===== src/rtl/pc_alu_datapath.sv =====
// Execution and sequencing slice of the 8-bit core: program counter, ALU with zero flag,
// PC-relative jump adder and next-PC selection between branch, stack return and increment.
module pc_alu_datapath (
  input  logic       clk,
  input  logic       reset,
  input  logic [1:0] c_alu,
  input  logic [7:0] a,
  input  logic [7:0] b,
  input  logic       c_cond,
  input  logic       c_stack,
  input  logic [7:0] j_offset,
  input  logic [7:0] pc_stack,
  output logic [7:0] pc_count,
  output logic [7:0] pc_jump,
  output logic [7:0] d_alu,
  output logic       zero
);

  logic [7:0] pc_q;
  logic [7:0] pc_d;
  logic [7:0] pc_load;
  logic       load;

  always_comb begin
    d_alu = 8'h00;
    case (c_alu)
      2'b00:   d_alu = a + b;
      2'b01:   d_alu = a - b;
      2'b10:   d_alu = a & b;
      default: d_alu = a | b;
    endcase
  end

  assign zero = (d_alu == 8'h00);

  // Offset is two's complement; the 8-bit wrap makes 8'h80..8'hFF jump backwards.
  assign pc_jump = pc_q + j_offset;

  // A stack return wins over a taken conditional branch.
  assign load    = (c_cond & zero) | c_stack;
  assign pc_load = c_stack ? pc_stack : pc_jump;
  assign pc_d    = load ? pc_load : pc_q + 8'd1;

  always_ff @(posedge clk or negedge reset) begin
    if (!reset) begin
      pc_q <= 8'h00;
    end else begin
      pc_q <= pc_d;
    end
  end

  assign pc_count = pc_q;

endmodule


===== config.mk =====
export PLATFORM = sky130hd
export DESIGN_NAME = pc_alu_datapath
export DESIGN_NICKNAME = d
export VERILOG_FILES = /design/src/rtl/pc_alu_datapath.sv
export SDC_FILE = /design/constraint.sdc
export NUM_CORES = 1
export LEC_CHECK = 0
export ABC_AREA = 1
export BUFFER_PORTS_ARGS = -buffer_cell sky130_fd_sc_hd__clkbuf_2
export CAP_MARGIN = 40
export CORE_MARGIN = 2
export CORE_UTILIZATION = 49
export DETAILED_ROUTE_END_ITERATION = 8
export PLACE_DENSITY = 0.79
export REMOVE_ABC_BUFFERS = 1
export SLEW_MARGIN = 20
export SYNTH_ARGS = -nofsm -noshare
export SYNTH_HDL_FRONTEND = slang
export SYNTH_SLANG_ARGS = --single-unit

===== constraint.sdc =====
create_clock -name clk -period 7.32 [get_ports clk]
set_input_delay 1.464 -clock clk [delete_from_list [all_inputs] [get_ports clk]]
set_output_delay 1.464 -clock clk [all_outputs]
set_load 0.005 [all_outputs]

==> Yosys cells after proc, flatten, opt, wreduce, memory -nomap -nowiden <==
Cells that the tools add are included.
{ "totals": {"ff_bits": 8, "inputBits": 38} }
{ "classes": {"bitwise_logic": 4, "n_mux": 3, "n_eq_ne": 2, "n_reduce_logical": 2, "n_addsub": 4} }
{ "ops": {"columns": ["operator", "count"], "rows": [
  ["case mux 8 bit (3 select lines)", 1],
  ["adder 8 bit", 2],
  ["2-to-1 mux 8 bit", 2],
  ["adder 8 x 1 -> 8 bit (second input constant)", 1],
  ["bitwise AND 8 bit", 1],
  ["zero test 8 bit", 1],
  ["bitwise OR 8 bit", 1],
  ["subtractor 8 bit", 1],
  ["== test 2 x 1 -> 1 bit (second input constant)", 1],
  ["== test 2 bit (second input constant)", 1],
  ["zero test 2 bit", 1],
  ["bitwise AND 1 bit", 1],
  ["bitwise OR 1 bit", 1]
]} }

==> Longest topological paths before layout <==
Gate-level depths: netlist of run 1.
{ "logic_depth": {"depth_word": 6, "ltp_mapped": 20} }

==> Least setup slack after synthesis of run 1 <==
No wires, ideal clock.
{ "synth_path": {"path_type": "input -> output", "from": "input b[1]", "to": "output zero", "slack_ns": 2.512, "required_time_ns": 5.856, "n_path_buf": 0, "path_stages": 15, "t_arrival_ns": 3.344, "path_cell_list": "inv_1 > ha_1 > nand2_1 > o31ai_1 > xor2_1 > ha_1 > nand2_1 > inv_1 > a21oi_1 > nand2_1 > nand3_1 > nand2_1 > a21oi_2 > inv_1 > nor4_1"} }
{ "synth_between": {"elab_chain_cells": 3, "elab_cells_between_ends": 6} }
{ "synth_lines": {"columns": ["item", "line_no", "rtl"], "rows": [
  ["from (decl)", "8", "input logic [7:0] b,"],
  ["subtractor 8 bit / adder 8 bit (equally long branches)", "28, 27", null],
  ["case mux 8 bit (3 select lines) (*)", "26", "case (c_alu)"],
  ["net d_alu[7]", "15", "output logic [7:0] d_alu,"],
  ["zero test 8 bit (*)", "34", "assign zero = (d_alu == 8'h00);"],
  ["to (decl)", "16", "output logic zero"]
]} }
Mark *: on every way through the listed nets, which the timed path passes. The rest lies on a longest branch.

==> Final worst setup path of run 1 <==
{ "layout_path": {"from": "input c_alu[1]", "to": "output zero"} }
{ "layout_between": {"elab_chain_cells": 3, "elab_cells_between_ends": 5} }
{ "layout_lines": {"columns": ["item", "line_no", "rtl"], "rows": [
  ["from (decl)", "6", "input logic [1:0] c_alu,"],
  ["== test 2 bit, or another cell as far along", "26", null],
  ["case mux 8 bit (3 select lines) (*)", "26", null],
  ["zero test 8 bit (*)", "34", null]
]} }
Every way passes the cells marked *; elsewhere a longest branch is shown, timed or not.

==> metrics.cfg, run 1 <==
[synth]
yosys_register_bits = 8
synth_top_area_cell = nand2_1
post_synth.cell_area_avg_um2 = 6.050
leading_post_synthesis_cells_by_cell_area = nand2_1 (19%), ha_1 (13%), dfrtp_1 (12%)
synth-simple-area-share = 0.4347
synth_top_family_by_area = simple AND/OR/NAND/NOR gates
netlist.area_leader.share = 0.1938
synth_cell_type_count = 32
yosys.area_share.adder = 0.1538
ys_seq_area_frac = 0.1161
synth_compound_area_frac = 0.07475
yosys_warnings = 0
xor_xnor_share_of_the_synthesized_area = 0.08636
post_synth_mux_area_share = 0
syn_inst = 285
mappedNetlistArea_um2 = 1724

[cts]
cts_resized = 0
cts.clk_slew.worst_paths_ns = 0.05
htree_num_levels = 1
cts.path.max_buffers = 2
tritoncts = built
insertion_delay_ns = 0.26
tritoncts.num_buffers = 3
post_cts_hold_fix_bufs = 0
clock_sink_count = 8
clock-root-buffer = clkbuf_4
cts_setup_buffers = 0

[layout]
largest_reg_flops = 8
n_antenna_cell = 0
final_core_utilization = 0.6179
final_net_count = 407
area_growth_pct = 20.54
fin_area_um2 = 2078
final_layout_size_suffix_gt1_frac = 0.2392

[setup_path]
critical_path.cell_chain = clkbuf_2 -> inv_2 -> nand2_1 -> o21ai_0 -> inv_1 -> ha_1 -> nand3_1 -> nand2_1 -> nand2_1 -> nand2_1 -> inv_1 -> nand2_1 -> nand2_1 -> a21oi_2 -> inv_1 -> nor4_1 -> clkbuf_2
maximum_net_fanout_on_the_critical_path = 12
critPathArrivalTime_ns = 3.84
rrSetupSlack_ns = 5.23
startpoint_type = input port
crit_buf_inv = 6
worst-r2r-cell-count = 14
path_delay_family = simple AND/OR/NAND/NOR gates
rr_startpoint = pc_count[0]$_DFF_PN0_
timing.critical_path.required_ns = 5.86
critPathKind = in -> out
critical_path.endpoint_type = primary output
timing.critical_path.from = c_alu[1]
critical-path-slowest-cell = o21ai_0
critPathMostFrequentCell = nand2_1
timing.critical_path.slowest_cell_delay_ns = 0.36
timing.rr.end = pc_count[6]$_DFF_PN0_

[min_path]
whs_path_depth = 3
min-delay-start = pc_count[7]$_DFF_PN0_
timing.hold.worst_endpoint = pc_count[7]$_DFF_PN0_
hold_crit_path_type = reg -> reg

[sta]
fin_worst_skew_ns = 0.002684
setup_viol = 0
timing.final.hold_violations = 0
layout_worst_path_cycle_share = 0.7247
fin_ws_ns = 2.015
layout_min_cycle_time_ns = 5.305
drv_slew = 0
remaining_max_slew_budget_at_the_tightest_pin = 0.6504
maxClockFrequency_ghz = 0.1885
final.setup.tns_ns = 0
max_slew.worst_pin.slew_ns = 0.5238
rsz0062_at_grt = false

[status]
status = complete, no violations

[global_route]
grt_pass1_wl_um = 7148
global_route.usage.total = 0.2133
grt_antenna_before_repair = 0
grt_overflow_total = 0
grt_max_degree = 17
first_global_vias = 1744

[placement]
routabilityCongestion = 0.8273
hpwl_um = 3460
placement.cell_area_um2 = 2056
detailedPlace.worstSlack_ns = 2.043
port_buffers = 62

[die]
chipHeight_um = 63.32
coreArea_um2 = 3363
io_pins = 63
rows = 21
dieArea_um2 = 4009
start_util = 0.5126
die_x_um = 63.32

[job]
maxCapViolCount = 0

[power]
p_leak_nw = 1.294
p_total_mw = 0.3868
ir_drop_v = 0.00005386
powerDensity_nw_per_um2 = 186.1

[route]
drt-pass1-iter-count = 4
wl_per_cell_um = 10.04
initialDrtViolationCount = 68
drc_errors = 0
drtAntennaViolNets = 0
routed_via_density = 4.779
route.vias.total = 1878
finalWirelength_um = 3947

## final cells by class
cell class / instances / area [um2]
multi-input combinational: 222 / 1292
fill: 356 / 1285
timing repair buffer: 62 / 310.3
sequential: 8 / 200.2
inverter: 52 / 195.2
tap: 46 / 57.56
clock buffer: 3 / 22.52
## placed cells by master (no fill, tap or decap), drive strengths merged, types with 2 or more instances in the layout
cell / count
a21oi: 11
a31oi: 3
clkbuf: 65
dfrtp: 8
fa: 2
ha: 18
inv: 52
nand2: 96
nand3: 31
nand4: 5
nor2: 23
nor3: 2
o21ai: 6
or2: 2
xnor2: 5
xor2: 12
## cell usage after synthesis (all sizes together)
master	n
a21oi	11
dfrtp	8
or2	2
inv	52
nand3b	1
o22ai	1
o21ai	6
xnor2	5
xor2	12
buf	2
o31ai	1
nand2	96
fa	2
nor4	1
clkbuf	1
ha	18
a31oi	3
and2	1
nor2	23
nand4	5
o211ai	1
nand3	31
nor3	2
## cells by family (layout without fill, tap and decap cells)
kind of cell / count (synthesis) / in the layout
xor gates and xnor gates: 17 / 17
buffers and inverters: 55 / 117
AOI/OAI and AO/OA: 23 / 23
adders and majority gates: 20 / 20
DFF: 8 / 8
and+or+nand+nor: 162 / 162
## stage by stage
stage | hold slack [ns] | cells
after floorplan | 0.5981 | 282
after global placement | 0.6343 | 390
after detailed placement | 0.6477 | 390
after CTS | 0.6585 | 393
after global routing | 0.7030 | 393
final | 0.6587 | 393
## metal layers
| layer | global-route usage | part of all wire | vias up |
|---|---|---|---|
| li1 | - | - | 1028 |
| met1 | 0.2646 | 0.45 | 783 |
| met5 | 0 | 0 | - |
| met2 | 0.3987 | 0.48 | 64 |
| met3 | 0.008929 | 0.057 | 3 |
| met4 | 0.05707 | 0.0096 | 0 |
## worst min-delay path: cells and delay by family, from the launching register on
kind                      cells  cell delay, ns
and+or+nand+nor               2            0.12
DFF                           1            0.40
xor gates and xnor gates      1            0.09
## worst max path at each step
stage	cells past startpoint	slack (ns)	end
after global routing	17	1.59	zero
final	17	2.02	zero
after CTS	17	2.04	zero
after global placement	17	2.10	zero
after detailed placement	17	2.04	zero
after floorplan	15	2.51	zero
## power by group
part / switching (mW) / internal (mW) / total [mW] / leakage (nW)
Combinational: 0.155 / 0.123 / 0.277 / 1.18
Clock: 0.0150 / 0.0188 / 0.0338 / 0.0138
Sequential: 0.0182 / 0.0576 / 0.0758 / 0.0980
Total: 0.188 / 0.199 / 0.387 / 1.29
No activity file was read; power rests on OpenSTA's default activity.
==> run 2, diff against run 1 <==
Settings changed: CORE_UTILIZATION 49 to 46, PLACE_DENSITY 0.79 to 0.78.
Clock period 7.32 ns to 4.3 ns, I/O delays scaled along.
==> metrics.cfg, run 2 (same netlist as run 1, synthesis figures left out) <==
[status]
status = complete, no violations

[power]
ir_drop_v = 0.0001041  ; +93%
powerDensity_nw_per_um2 = 329.8  ; +77%
p_total_mw = 0.6949  ; +80%
p_leak_nw = 1.304  ; +0.76%

[setup_path]
startpoint_type = input port
timing.critical_path.required_ns = 3.44  ; -2.42 ns
critPathArrivalTime_ns = 3.12  ; -0.72 ns
crit_buf_inv = 6  ; unchanged
critical_path.cell_chain = clkbuf_2 -> inv_2 -> nand2_2 -> nand2_1 -> xor2_1 -> inv_1 -> ha_1 -> nand2_1 -> inv_1 -> a21oi_1 -> nand2_1 -> nand3_1 -> nand2_1 -> a21oi_2 -> inv_1 -> nor4_1 -> clkbuf_2
path_delay_family = simple AND/OR/NAND/NOR gates
rrSetupSlack_ns = 2.24  ; -2.99 ns
maximum_net_fanout_on_the_critical_path = 12  ; unchanged
critPathKind = in -> out
critical_path.endpoint_type = primary output
critical-path-slowest-cell = ha_1
timing.critical_path.slowest_cell_delay_ns = 0.33  ; -0.03 ns
critPathMostFrequentCell = nand2_1

[job]
maxCapViolCount = 0  ; unchanged

[layout]
register_area_um2 = 200.2  ; unchanged
most_common_cell_after_layout_fill_and_taps_aside = nand2_1
largest_reg_flops = 8  ; unchanged
mostFrequentLayoutCells = nand2_1 (88), clkbuf_2 (62), inv_1 (50), nand3_1 (28), nor2_1 (21)
final_core_utilization = 0.5799  ; -0.03804
filler_cell_count = 386  ; +8.4%
n_antenna_cell = 0  ; unchanged
area_growth_pct = 22.21
final_layout_size_suffix_gt1_frac = 0.2450  ; +0.005764
multi_input_area_um2 = 1300  ; +0.58%
final_net_count = 407  ; unchanged

[sta]
layout_worst_path_cycle_share = 0.9262
maxClockFrequency_ghz = 0.2511
max_slew.worst_pin.slew_ns = 0.5469  ; +0.02309 ns
rsz0062_at_grt = false
timing.final.hold_violations = 0  ; unchanged
layout_min_cycle_time_ns = 3.983
fin_worst_skew_ns = 0.0008991  ; -0.001785 ns
remaining_max_slew_budget_at_the_tightest_pin = 0.6350  ; -0.01541
drv_slew = 0  ; unchanged
hold_ws_ns = 0.4645  ; -0.1942 ns
setup_viol = 0  ; unchanged
fin_ws_ns = 0.3174  ; -1.698 ns
final.setup.tns_ns = 0  ; unchanged

[cts]
cts_setup_buffers = 0  ; unchanged
htree_num_levels = 1  ; unchanged
clock_sink_count = 8  ; unchanged
post_cts_hold_fix_bufs = 0  ; unchanged
clock-root-buffer = clkbuf_8
cts.clk_slew.worst_paths_ns = 0.04  ; about the same
tritoncts.num_buffers = 3  ; unchanged
insertion_delay_ns = 0.23  ; -0.03 ns
tritoncts = built
cts_resized = 0  ; unchanged
cts.path.max_buffers = 2  ; unchanged

[min_path]
hold_crit_path_type = in -> async

[global_route]
global_route.usage.total = 0.1991  ; -0.01429
grt_overflow_total = 0  ; unchanged
first_global_vias = 1725  ; -1.1%
grt_pass1_wl_um = 6789  ; -5.0%
grt_antenna_before_repair = 0  ; unchanged
grt_max_degree = 17  ; unchanged

[route]
wl_per_cell_um = 10.42  ; +3.7%
drtAntennaViolNets = 0  ; unchanged
route.vias.total = 1928  ; +2.7%
finalWirelength_um = 4114  ; +4.2%
initialDrtViolationCount = 53  ; -22%
drc_errors = 0  ; unchanged
drt-pass1-iter-count = 4  ; unchanged
routed_via_density = 4.881  ; +2.1%

[die]
io_pins = 63  ; unchanged
die_x_um = 65.22  ; +3.0%
chipHeight_um = 65.22  ; +3.0%
dieArea_um2 = 4254  ; +6.1%
rows = 22  ; +4.8%
coreArea_um2 = 3633  ; +8.0%
start_util = 0.4745  ; -0.03813

[placement]
detailedPlace.worstSlack_ns = 0.2370  ; -1.806 ns
hpwl_um = 3555  ; +2.7%
port_buffers = 62  ; unchanged
routabilityCongestion = 0.8467  ; +2.3%

-- run 2: worst paths after layout --
kind,start,end,depth (start not counted)
worst min-delay path,reset,pc_count[4]$_DFF_PN0_,1
min in group clk,pc_count[0]$_DFF_PN0_,pc_count[0]$_DFF_PN0_,3
max in group asynchronous,reset,pc_count[0]$_DFF_PN0_,1
worst max-delay path,c_alu[1],zero,17
worst max register to register,pc_count[0]$_DFF_PN0_,pc_count[6]$_DFF_PN0_,14
worst min register to register,pc_count[0]$_DFF_PN0_,pc_count[0]$_DFF_PN0_,3
-- run 2: metrics by stage --
step,instances,instance area [um2]
final,395,2107
after global routing,395,2107
after CTS,395,2100
after detailed placement,392,2058
after global placement,392,2058
after floorplan,282,1688
-- run 2: per-layer routing --
layer,vias up,share of wire,global-route usage,wire length (um)
met4,0,0.031,0.1016,126
li1,1028,-,-,-
met5,-,0,0,0
met2,59,0.48,0.3712,1964
met3,11,0.048,0.006849,199
met1,830,0.44,0.2297,1823
-- run 2: layout make-up --
cell class,instances,area share
Clock buffer,3,0.01960
Inverter,52,0.09264
Multi-Input combinational cell,222,0.6170
Sequential cell,8,0.09501
Tap cell,48,0.02850
Timing Repair Buffer,62,0.1473
-- run 2: worst reg2reg max path, stage by stage, from the launching register on --
cell	delay, ns
dfrtp_1	0.41
ha_1	0.21
inv_1	0.06
fa_1	0.40
inv_1	0.08
nand3_1	0.06
nand2_1	0.10
nand2_1	0.06
a21oi_1	0.13
nor2_1	0.07
xnor2_1	0.18
nand2_1	0.07
nand2_1	0.08
nand2_1	0.05
nand2_1	0.05
-- run 2: where the power goes --
part | switching [mW] | total, mW | internal, mW
logic | 0.264 | 0.474 | 0.210
clock network | 0.0326 | 0.0934 | 0.0609
registers | 0.0296 | 0.128 | 0.0983
total | 0.326 | 0.695 | 0.369
